### src/rtl/video_pkg.sv
// Shared raster timing types, standard presets and the line/frame total helper.
package video_pkg;

  localparam int VT_W = 12;

  typedef struct packed {
    logic [VT_W-1:0] h_active;
    logic [VT_W-1:0] h_fp;
    logic [VT_W-1:0] h_sync;
    logic [VT_W-1:0] h_bp;
    logic [VT_W-1:0] v_active;
    logic [VT_W-1:0] v_fp;
    logic [VT_W-1:0] v_sync;
    logic [VT_W-1:0] v_bp;
  } video_timing_t;

  localparam video_timing_t VT_640X480 = '{
    VT_W'(640), VT_W'(16), VT_W'(96), VT_W'(48),
    VT_W'(480), VT_W'(10), VT_W'(2), VT_W'(33)
  };
  localparam video_timing_t VT_800X600 = '{
    VT_W'(800), VT_W'(40), VT_W'(128), VT_W'(88),
    VT_W'(600), VT_W'(1), VT_W'(4), VT_W'(23)
  };
  localparam video_timing_t VT_1280X720 = '{
    VT_W'(1280), VT_W'(110), VT_W'(40), VT_W'(220),
    VT_W'(720), VT_W'(5), VT_W'(5), VT_W'(20)
  };

  function automatic int unsigned vt_total(input int unsigned active, input int unsigned fp,
                                           input int unsigned sync, input int unsigned bp);
    return active + fp + sync + bp;
  endfunction

endpackage

### src/rtl/video_delay_line.sv
// Synchronous-reset shift register; DEPTH stages, every stage resets to RESET_VAL.
module video_delay_line #(
  parameter int               WIDTH     = 4,
  parameter int               DEPTH     = 1,
  parameter logic [WIDTH-1:0] RESET_VAL = '0
) (
  input  logic             clk,
  input  logic             reset,
  input  logic [WIDTH-1:0] din,
  output logic [WIDTH-1:0] dout
);

  logic [WIDTH-1:0] stage_q [DEPTH];
  logic [WIDTH-1:0] stage_d [DEPTH];

  generate
    for (genvar gi = 0; gi < DEPTH; gi++) begin : g_stage
      if (gi == 0) begin : g_head
        assign stage_d[gi] = din;
      end else begin : g_tail
        assign stage_d[gi] = stage_q[gi-1];
      end
    end
  endgenerate

  always_ff @(posedge clk) begin
    for (int i = 0; i < DEPTH; i++) begin
      stage_q[i] <= reset ? RESET_VAL : stage_d[i];
    end
  end

  assign dout = stage_q[DEPTH-1];

endmodule

### src/rtl/video_timing_gen.sv
// Parametrised raster timing generator with pipelined blank/de/sync outputs.
// Define VIDEO_TIMING_PROG_EN to add the runtime timing configuration port.
module video_timing_gen
  import video_pkg::*;
#(
  parameter int CW          = 12,
  parameter int H_ACTIVE    = 640,
  parameter int H_FP        = 16,
  parameter int H_SYNC      = 96,
  parameter int H_BP        = 48,
  parameter int V_ACTIVE    = 480,
  parameter int V_FP        = 10,
  parameter int V_SYNC      = 2,
  parameter int V_BP        = 33,
  parameter bit HSYNC_POL   = 1'b0,
  parameter bit VSYNC_POL   = 1'b0,
  parameter int PIX_LATENCY = 0
) (
  input  logic          clk,
  input  logic          reset,
`ifdef VIDEO_TIMING_PROG_EN
  input  logic          cfg_valid,
  output logic          cfg_ready,
  input  logic [CW-1:0] cfg_h_active,
  input  logic [CW-1:0] cfg_h_fp,
  input  logic [CW-1:0] cfg_h_sync,
  input  logic [CW-1:0] cfg_h_bp,
  input  logic [CW-1:0] cfg_v_active,
  input  logic [CW-1:0] cfg_v_fp,
  input  logic [CW-1:0] cfg_v_sync,
  input  logic [CW-1:0] cfg_v_bp,
  output logic          cfg_err,
`endif
  output logic [CW-1:0] x,
  output logic [CW-1:0] y,
  output logic          pos_active,
  output logic          line_start,
  output logic          frame_start,
  output logic          blank,
  output logic          de,
  output logic          hsync,
  output logic          vsync
);

  // Counters compare only against these precomputed boundaries.
  typedef struct packed {
    logic [CW-1:0] h_act;
    logic [CW-1:0] h_ss;
    logic [CW-1:0] h_se;
    logic [CW-1:0] h_last;
    logic [CW-1:0] v_act;
    logic [CW-1:0] v_ss;
    logic [CW-1:0] v_se;
    logic [CW-1:0] v_last;
  } bounds_t;

  function automatic bounds_t mk_bounds(input int unsigned ha, input int unsigned hf,
                                        input int unsigned hs, input int unsigned hb,
                                        input int unsigned va, input int unsigned vf,
                                        input int unsigned vs, input int unsigned vb);
    bounds_t b;
    b.h_act  = CW'(ha);
    b.h_ss   = CW'(ha + hf);
    b.h_se   = CW'(ha + hf + hs);
    b.h_last = CW'(vt_total(ha, hf, hs, hb) - 1);
    b.v_act  = CW'(va);
    b.v_ss   = CW'(va + vf);
    b.v_se   = CW'(va + vf + vs);
    b.v_last = CW'(vt_total(va, vf, vs, vb) - 1);
    return b;
  endfunction

  localparam bounds_t    BND_DEF   = mk_bounds(H_ACTIVE, H_FP, H_SYNC, H_BP,
                                               V_ACTIVE, V_FP, V_SYNC, V_BP);
  localparam logic [3:0] SYNC_IDLE = {1'b1, 1'b0, !HSYNC_POL, !VSYNC_POL};

  bounds_t       bnd;
  logic          run_q, run_d;
  logic [CW-1:0] hcnt_q, hcnt_d, vcnt_q, vcnt_d;
  logic          h_wrap, h_vis, v_vis, hs_on, vs_on;
  logic [3:0]    stage_in, sync_out;

  assign h_wrap = run_q && (hcnt_q == bnd.h_last);

  // run_q holds the counters at (0,0) for the first cycle after reset release.
  always_comb begin
    run_d  = 1'b1;
    hcnt_d = hcnt_q;
    vcnt_d = vcnt_q;
    if (run_q) begin
      hcnt_d = h_wrap ? '0 : hcnt_q + CW'(1);
      if (h_wrap) begin
        vcnt_d = (vcnt_q == bnd.v_last) ? '0 : vcnt_q + CW'(1);
      end
    end
  end

  always_ff @(posedge clk) begin
    if (reset) begin
      run_q  <= 1'b0;
      hcnt_q <= '0;
      vcnt_q <= '0;
    end else begin
      run_q  <= run_d;
      hcnt_q <= hcnt_d;
      vcnt_q <= vcnt_d;
    end
  end

  // A sync end that wrapped to zero means the pulse runs to the end of the line/frame.
  always_comb begin
    h_vis    = hcnt_q < bnd.h_act;
    v_vis    = vcnt_q < bnd.v_act;
    hs_on    = (hcnt_q >= bnd.h_ss) && ((hcnt_q < bnd.h_se) || (bnd.h_se == '0));
    vs_on    = (vcnt_q >= bnd.v_ss) && ((vcnt_q < bnd.v_se) || (bnd.v_se == '0));
    stage_in = SYNC_IDLE;
    if (run_q) begin
      stage_in = {!(h_vis && v_vis), h_vis && v_vis,
                  hs_on ? HSYNC_POL : !HSYNC_POL,
                  vs_on ? VSYNC_POL : !VSYNC_POL};
    end
  end

  assign x           = hcnt_q;
  assign y           = vcnt_q;
  assign pos_active  = run_q && h_vis && v_vis;
  assign line_start  = run_q && (hcnt_q == '0);
  assign frame_start = line_start && (vcnt_q == '0);

  video_delay_line #(
    .WIDTH    (4),
    .DEPTH    (PIX_LATENCY + 1),
    .RESET_VAL(SYNC_IDLE)
  ) u_delay (
    .clk  (clk),
    .reset(reset),
    .din  (stage_in),
    .dout (sync_out)
  );

  assign {blank, de, hsync, vsync} = sync_out;

`ifdef VIDEO_TIMING_PROG_EN
  bounds_t bnd_q, bnd_d, shd_q, shd_d;
  logic    pend_q, pend_d, cfg_ready_q, cfg_ready_d, cfg_err_q, cfg_err_d;
  logic    cfg_ok, frame_wrap;

  assign frame_wrap = h_wrap && (vcnt_q == bnd_q.v_last);

  always_comb begin
    cfg_ok = (cfg_h_active != '0) && (cfg_h_sync != '0) &&
             (cfg_v_active != '0) && (cfg_v_sync != '0) &&
             (vt_total(32'(cfg_h_active), 32'(cfg_h_fp), 32'(cfg_h_sync), 32'(cfg_h_bp))
                <= (32'd1 << CW)) &&
             (vt_total(32'(cfg_v_active), 32'(cfg_v_fp), 32'(cfg_v_sync), 32'(cfg_v_bp))
                <= (32'd1 << CW));
    bnd_d       = bnd_q;
    shd_d       = shd_q;
    pend_d      = pend_q;
    cfg_ready_d = cfg_ready_q;
    cfg_err_d   = 1'b0;
    // A pending shadow can only exist while cfg_ready is low, so these never collide.
    if (frame_wrap && pend_q) begin
      bnd_d       = shd_q;
      pend_d      = 1'b0;
      cfg_ready_d = 1'b1;
    end
    if (cfg_valid && cfg_ready_q) begin
      if (cfg_ok) begin
        shd_d       = mk_bounds(32'(cfg_h_active), 32'(cfg_h_fp), 32'(cfg_h_sync),
                                32'(cfg_h_bp), 32'(cfg_v_active), 32'(cfg_v_fp),
                                32'(cfg_v_sync), 32'(cfg_v_bp));
        pend_d      = 1'b1;
        cfg_ready_d = 1'b0;
      end else begin
        cfg_err_d   = 1'b1;
      end
    end
  end

  always_ff @(posedge clk) begin
    if (reset) begin
      bnd_q       <= BND_DEF;
      shd_q       <= '0;
      pend_q      <= 1'b0;
      cfg_ready_q <= 1'b1;
      cfg_err_q   <= 1'b0;
    end else begin
      bnd_q       <= bnd_d;
      shd_q       <= shd_d;
      pend_q      <= pend_d;
      cfg_ready_q <= cfg_ready_d;
      cfg_err_q   <= cfg_err_d;
    end
  end

  assign bnd       = bnd_q;
  assign cfg_ready = cfg_ready_q;
  assign cfg_err   = cfg_err_q;
`else
  assign bnd = BND_DEF;
`endif

endmodule
### config.mk
export PLATFORM = sky130hd
export DESIGN_NAME = video_timing_gen
export DESIGN_NICKNAME = d
export VERILOG_FILES = /design/src/rtl/video_pkg.sv /design/src/rtl/video_delay_line.sv /design/src/rtl/video_timing_gen.sv
export SDC_FILE = /design/constraint.sdc
export NUM_CORES = 1
export LEC_CHECK = 0
export CORE_ASPECT_RATIO = 1.75
export CORE_MARGIN = 3
export CORE_UTILIZATION = 30
export CTS_CLUSTER_SIZE = 25
export DETAILED_ROUTE_END_ITERATION = 16
export HOLD_SLACK_MARGIN = 0.05
export PLACE_DENSITY = 0.58
export SYNTH_ARGS = -nofsm -noshare
export SYNTH_HDL_FRONTEND = slang
export SYNTH_SLANG_ARGS = --single-unit
### constraint.sdc
create_clock -name clk -period 2.3 [get_ports clk]
set_clock_uncertainty 0.1 [all_clocks]
set_input_delay 0.23 -clock clk [delete_from_list [all_inputs] [get_ports clk]]
set_output_delay 0.23 -clock clk [all_outputs]
set_load 0.005 [all_outputs]
== After elaboration in Yosys (flattened, before gate mapping) ==
Memories as Yosys holds them, arrays and structs flattened.
Cells that the tools add are included.

* Memories kept: 1
* Memory bits (writable): 4
* Logic and storage cells: 33
* Register bits: 25

* Equal/unequal tests: 2
* Reduce and logical (&&, ||, !) cells: 12
* $add $sub $neg: 2
* Mux-type cells: 7
* $lt $le $gt $ge: 6

{| class="wikitable"
|+ Memories
! memory !! depth !! bits a word !! read ports !! clocked after Yosys merged registers in !! write ports !! line !! source
|-
| u_delay.stage_q || 1 || 4 || 1 || 0 || 1 || video_delay_line.sv:13 || <nowiki>logic [WIDTH-1:0] stage_q [DEPTH];</nowiki>
|}

{| class="wikitable"
|+ Operators by type and width
! cell !! count
|-
| adder 12 x 1 -> 12 bit (second input constant) || 2
|-
| equality test 12 x 10 -> 1 bit (second input constant) || 2
|-
| zero test 12 bit || 2
|-
| less-than comparator 12 x 10 -> 1 bit (second input constant) || 2
|-
| less-than comparator 12 x 9 -> 1 bit (second input constant) || 2
|-
| 2-to-1 mux 12 bit || 2
|-
| >= comparator 12 x 10 -> 1 bit (second input constant) || 1
|-
| >= comparator 12 x 9 -> 1 bit (second input constant) || 1
|-
| logical AND 1 bit || 8
|-
| 2-to-1 mux 4 bit || 2
|-
| 2-to-1 mux 1 bit || 3
|-
| AND reduction 2 bit || 1
|-
| zero test 1 bit || 1
|}

== Longest topological paths before layout ==
* Depth in word-level cells: 5
* Gate-level depth with buffers: 7

== Cells and area by module ==
Synthesis repeated with hierarchy kept, for this count alone.

* Cells, all modules: 182
* Area total of the unflattened synthesis: 1,507.7 µm²

{| class="wikitable"
|+ By module, submodules not included
! module !! area each (µm²) !! times used !! sequential area each (µm²) !! cells each
|-
| video_timing_gen || 1,402.6 || 1 || 500.5 || 174
|-
| video_delay_line || 105.1 || 1 || 80.1 || 8
|}

== Worst setup path before layout ==
No wires, ideal clock.

* Path kind: register -> register
* From: register hcnt_q[0] (netlist: x[0])
* To: register vcnt_q[5] (netlist: y[5])
* Stages on the path, launching flop included: 7
* Arrival: 1.627 ns
* Path buffers: 1
* Data required time: 2.129 ns
* Slack: 0.503 ns
* Path through: dfxtp_1 ha_1 and4_1 buf_4 nand4_4 or4b_1 a21oi_1

* Word-level cells in the longest chain between the ends: 3

{| class="wikitable"
|+ RTL lines
! what !! line !! source
|-
| start, declared || video_timing_gen.sv:79 || <nowiki>logic [CW-1:0] hcnt_q, hcnt_d, vcnt_q, vcnt_d;</nowiki>
|-
| start signal, assigned || video_timing_gen.sv:105 || <nowiki>hcnt_q <= hcnt_d;</nowiki>
|-
| equality test 12 x 10 -> 1 bit || video_timing_gen.sv:83 || <nowiki>assign h_wrap = run_q && (hcnt_q == bnd.h_last);</nowiki>
|-
| logical AND 1 bit || video_timing_gen.sv:83 ||
|-
| AND reduction 2 bit (no source line) || n/a ||
|-
| end signal, assigned || video_timing_gen.sv:106 || <nowiki>vcnt_q <= vcnt_d;</nowiki>
|-
| end, declared || video_timing_gen.sv:79 ||
|}

Every way passes these cells.
A chain may end at the register's enable or synchronous reset.

== Final worst setup path ==
* From: register hcnt_q[0] (netlist: x[0])
* To: output line_start

* Word-level cells in the longest chain between the ends: 2

{| class="wikitable"
|+ RTL lines
! what !! line !! source
|-
| zero test 12 bit || video_timing_gen.sv:127 || <nowiki>assign line_start = run_q && (hcnt_q == '0);</nowiki>
|-
| logical AND 1 bit || video_timing_gen.sv:127 ||
|-
| end, declared || video_timing_gen.sv:37 || <nowiki>output logic line_start,</nowiki>
|}

Every way passes these cells.

==> qor.csv <==
stage;metric;value;unit
hold_path;hold_sp;run_q$_DFF_P_;
timing;setup TNS;0;ns
grt;initial antenna violation count;0;
route;met3 WL;158;um
placed_design;worst slack, placed;0.215;ns
worst_setup_path;Slowest-stage cell, CP;clkdlybuf4s50_1;
clock_tree;CTS root buf;clkbuf_8;
grt;grt total ovfl;0;
clock_tree;CTS tree;yes;
route;antenna-violating nets left;0;
power_and_ir_drop;peak supply drop;457;uV
worst_setup_path;reg2reg end;y[5]$_SDFFE_PP0P_;
placed_design;Port Buffer Count;32;
yosys;post-synth cell types;38;
worst_setup_path;Startpoint Class;register;
route;drc violations;0;
worst_setup_path;path depth of the worst reg2reg path;5;
clock_tree;Reg clk slew, reported paths;0.07;ns
die;Die X;58.4;um
cells_and_area;Area Growth Syn to Fin;36.2;%
worst_setup_path;CP peak stage delay;0.53;ns
yosys;yosys warns;0;
yosys;largest area contributor in the netlist;dfxtp_1;
timing;worst slew pin tran;0.374;ns
cells_and_area;layout net count;215;
worst_setup_path;CP Cell Sequence;inv_1 > ha_1 > nor4b_2 > and4_1 > clkdlybuf4s50_1;
route;post-DR wirelength/cell;14.8;um
power_and_ir_drop;Sw Share;22.3;%
yosys;synthesized netlist net count;176;
yosys;synthesis-stage register bit count;29;
worst_setup_path;Top delay family on crit path;buffers and inverters;
grt;vias in the first global route;1344;
timing;Final setup viols;0;
placed_design;Placer Congestion;0.818;
cells_and_area;area of the multi-input gates;811;um^2
worst_setup_path;Worst R2R Start;x[0]$_SDFFE_PP0P_;
yosys;Post-Synth Adder-Cell Area;3.47;%
timing;Achievable Freq;460;MHz
timing;Slew headroom;75.0;%
power_and_ir_drop;Gate power share;5.7;%
die;core footprint;4520;um^2
cells_and_area;total area of sequential cells;581;um^2
timing;RSZ-0062 raised after global routing;no;
timing;Final Max Slew Viols;0;
power_and_ir_drop;Pwr per Cell Area;533;nW/um^2
cells_and_area;fill count;471;
route;Vias per Instance;5.34;
route;WL met1;1540;um
placed_design;DP HPWL;2880;um
yosys;Synth Area in XOR/XNOR;5.46;%
hold_path;Hold Crit Depth;1;
power_and_ir_drop;PnR Total Power;1.05;mW
worst_setup_path;CP Class;reg2out;
yosys;post-synthesis compound-gate area fraction;10.3;%
die;Vert. Die Dim;97.7;um
clock_tree;CTS max path bufs;2;
timing;Final Hold Vio Count;0;
worst_setup_path;CP Capture Type;primary output;
power_and_ir_drop;LEAKAGE;0.693;nW
hold_path;Hold EP;u_delay.stage_q[0][1]$_SDFF_PP1_;
yosys;largest family of logic cells by synthesized area;simple AND/OR/NAND/NOR gates;
cells_and_area;layout cells sized above 1;10.0;%
outcome;outcome;completed;
route;top layer in use;met4;
flow_run;max-cap viol count;0;
power_and_ir_drop;clock power share;44.7;%
yosys;Seq/Total Area, Yosys;40.2;%
worst_setup_path;Buf+Inv Stages, Crit Path;2;
power_and_ir_drop;Pint;813;uW
worst_setup_path;Worst EP arrival;1.85;ns
route;met2 wire length;2080;um
worst_setup_path;Worst R2R Setup Slack;0.31;ns
clock_tree;H-tree level count;2;
grt;largest net degree at the start of global routing;17;
timing;period utilization;94.6;%
grt;first-pass GRT wire length;6310;um
yosys;Synth area leaders;dfxtp_1 40%, a21oi_1 5.2%, nand4_1 4.3%;
power_and_ir_drop;Flop pwr share;49.6;%
route;1st-iter DRT viols;61;
yosys;Post-Synth Simple-Gate Area;36.0;%
worst_setup_path;worst-path fanout max;5;
route;via count;1395;
yosys;multiplexer share of the synthesized area;0;%
yosys;top-area cell type share of the netlist area;40.2;%
clock_tree;clk_lat worst skew;0.28;ns
grt;Total GRT Usage;14.3;%
clock_tree;CTS sink cnt;29;
yosys;syn_area_per_cell;8.49;um^2
cells_and_area;ANT cells;0;
power_and_ir_drop;Psw;233;uW
yosys;mapped cell area;1440;um^2
route;DR pass1 iterations;4;
worst_setup_path;Data required, critical path;1.97;ns
hold_path;hold crit path type;reg2reg;
die;die area;5710;um^2
route;drt total wl;3870;um
timing;final worst slack;0.124;ns
yosys;Post-Syn Instances;170;
die;total I/O pin count;33;
clock_tree;CTS buffer count;5;
timing;crit path time final;2.18;ns
die;initial cell density of the core;31.9;%
die;cell row count;32;
-- area by class of cell --
cell class / count / area share (%)
Timing Repair Buffer: 40 / 19.4
Clock buffer: 7 / 4.90
Inverter: 7 / 1.34
Multi-Input combinational cell: 126 / 41.3
Clock inverter: 1 / 0.255
Sequential cell: 29 / 29.6
Tap cell: 51 / 3.25
-- layout by cell type (no fill, tap or decap), drive strengths merged, types with 7 or more instances in the layout --
master         count
clkbuf             7
clkdlybuf4s50     30
nor2              13
inv                7
nand2             12
a21oi             15
or3                7
o21ai              9
buf                8
nand3              9
dfxtp             29
nand4             11
-- logic make-up (layout without fill, tap and decap cells) --
logic type,count (synthesis),after routing
xor+xnor,9,9
flops,29,29
simple gates,85,85
buf+inv,15,55
compound gates,28,28
fa+ha+maj,4,4
-- power by group through the flow --
stage	combinational, mW	sequential, mW	clock, mW
global placement	0.0613	0.530	0
finish	0.0594	0.519	0.468
floorplan	0.0296	0.526	0
detailed placement	0.0612	0.530	0
CTS	0.0615	0.519	0.476
global route	0.0658	0.520	0.496
-- worst reg2reg max path, stage by stage (launching register included) --
cell	delay, ns
dfxtp_1	0.40
ha_1	0.22
and4_1	0.27
nand4_4	0.24
or4b_1	0.56
a21oi_1	0.14
-- per-layer routing --
metal / GRT usage (%) / up-vias
met5: 0 / -
met4: 7.32 / 0
met3: 3.17 / 9
met2: 25.2 / 34
met1: 15.2 / 656
li1: - / 696
-- how the worst max path moves through the flow --
stage	slack (ns)	to	cells past startpoint	startpoint
2_1_floorplan	0.50	y[5]$_SDFFE_PP0P_	6	x[0]$_SDFFE_PP0P_
3_3_place_gp	0.25	pos_active	4	x[10]$_SDFFE_PP0P_
3_5_place_dp	0.22	frame_start	7	x[0]$_SDFFE_PP0P_
4_1_cts	0.06	pos_active	4	x[8]$_SDFFE_PP0P_
5_1_grt	0.06	line_start	5	x[0]$_SDFFE_PP0P_
6_report	0.12	line_start	5	x[0]$_SDFFE_PP0P_
-- repair_timing --
action / CTS / global route
pin swaps: 2 / 1
setup buffers: 0 / 0
setup endpoints to repair: 2 / 1
resized for setup: 4 / 1
hold buffers: 0 / 0
-- flip-flops by register name (all words and copies together), names as in the netlist --
signal           cells
run_q                1
u_delay.stage_q      4
y                   12
x                   12
-- cells in the mapped netlist --
cell and n:
or3_1 7, clkbuf_2 1, buf_4 1, nor3b_1 1, nor2b_1 1, nand2b_1 2
or4_1 2, nand4b_1 1, o21ai_1 1, or3b_1 1, xor2_1 5, nand4_1 10
nor4bb_1 2, nand3b_1 1, nor3_4 1, and4_1 4, a31oi_1 1, and3_1 5
clkbuf_1 3, nand3_1 9, o31ai_1 2, or4b_1 2, nor4_1 2, a211oi_1 1
nand2_1 12, dfxtp_1 29, and4b_1 1, inv_1 7, buf_2 3, a21oi_1 15
and2_1 2, xnor2_1 4, nor2_1 13, nand4_4 1, nor4b_1 1, o21ai_0 8
ha_1 4, nor3_1 4
-- stage by stage --
stage          cell area, um^2  hold slack, ns  util [%]  cells
3_5_place_dp              1850           0.353      40.8    253
6_report                  1960           0.367      43.4    261
2_1_floorplan             1440           0.336         -    170
5_1_grt                   1960           0.408      43.4    261
4_1_cts                   1960           0.371      43.4    261
3_3_place_gp              1850           0.360      40.8    253
No activity file was read; power rests on OpenSTA's default activity.
==> RTL change, RTL diff (same flow settings) <==
`CW`: 12 -> 13.
--- a/src/rtl/video_timing_gen.sv
+++ b/src/rtl/video_timing_gen.sv
@@ -3,7 +3,7 @@
 module video_timing_gen
   import video_pkg::*;
 #(
-  parameter int CW          = 12,
+  parameter int CW          = 13,
   parameter int H_ACTIVE    = 640,
   parameter int H_FP        = 16,
   parameter int H_SYNC      = 96,
Ports: changed (resized x and y); port bits go from 33 to 35. The function was not compared with the original's and may differ.
==> RTL change against the unedited design <==
  * Worst setup slack better by 81 ps
  * Combinational power is 17% higher
  * Synthesized area is 7.2% higher
  * Total power is 3.6% higher
  * Cell area is 13% higher
  * Sequential cell count is 2 higher
  * Die area is 6.6% higher
  * Core utilization is 1.2 points higher
  * Fmax is 3.8% higher
  * Wire length is 6.7% higher
  * Sequential share of layout area is 1.5 points lower
==> RTL change: results <==
{
  "status": "completed",
  "synth-compound-area-share_pct": 12.1,
  "io_buffers": 34,
  "wirelength_um": 4130,
  "post_cts_buffers": 1,
  "rrSetupSlack_ps": 470,
  "crit_fanout": 2,
  "power_density_nw_per_um2": 489,
  "grt_pass1_wl_um": 6840,
  "drt-initial-drc-count": 25,
  "signal_buffers": 59,
  "fillers": 495,
  "grt_max_degree": 13,
  "final.clkbuf_count": 8,
  "num-nonclk-inverters": 8,
  "arrival_ps": 1770,
  "place_area_um2": 2090,
  "max_slew.worst_pin.slew_ps": 406,
  "ys_types": 35,
  "r2r-end": "y[7]",
  "final_nets": 245,
  "wl_met2_um": 2230,
  "row_count": 34,
  "ff2ff_path_depth": 7,
  "hold_start": "y[0]",
  "dpl.hpwl_um": 3160,
  "place_ws_ps": 21.4,
  "cp_slowest_stage_delay_ps": 330,
  "slowest_stage": "dfxtp_2",
  "sh_seq_area_pct": 28.0,
  "grt_pass1_vias": 1404,
  "synthAdderAreaFrac_pct": 3.24,
  "comb_cell_power_uw": 69.5,
  "ys_top_cells_by_area": "dfxtp_1, nand3_1, xnor2_1",
  "clock_power_share_pct": 43.3,
  "cts_sinks": 31,
  "cts_resized": 9,
  "utilization_pct": 44.6
}
-- RTL change: changes by cell type in the layout (fill, tap and decap cells not counted), moves of 4 or more --
cell and delta:
nor4_1 +5, a21oi_1 -4, nand3_1 +6, buf_4 +17
nand4_1 -4
-- RTL change: kinds of logic after synthesis --
family,after synthesis
XOR/XNOR,10
flip-flops,31
adder cells (fa/ha/maj),4
AO/OA/AOI/OAI,31
AND/OR/NAND/NOR,89
buffers and inverters,18
-- RTL change: how the worst max path moves through the flow --
| stage | startpoint | end | slack, ps | cells past startpoint |
|---|---|---|---|---|
| finish | x[11] | frame_start | 200 | 6 |
| global route | x[11] | frame_start | 80 | 6 |
| CTS | x[11] | line_start | 20 | 5 |
| detailed placement | x[12] | frame_start | 20 | 5 |
| global placement | x[12] | frame_start | 40 | 5 |
| floorplan | x[10] | frame_start | 580 | 4 |
-- RTL change: metal layers --
metal / track usage (%) / vias to the layer above
met5: 0 / -
met4: 7.17 / 0
met3: 3.33 / 5
met2: 26.0 / 32
met1: 17.1 / 710
li1: - / 777
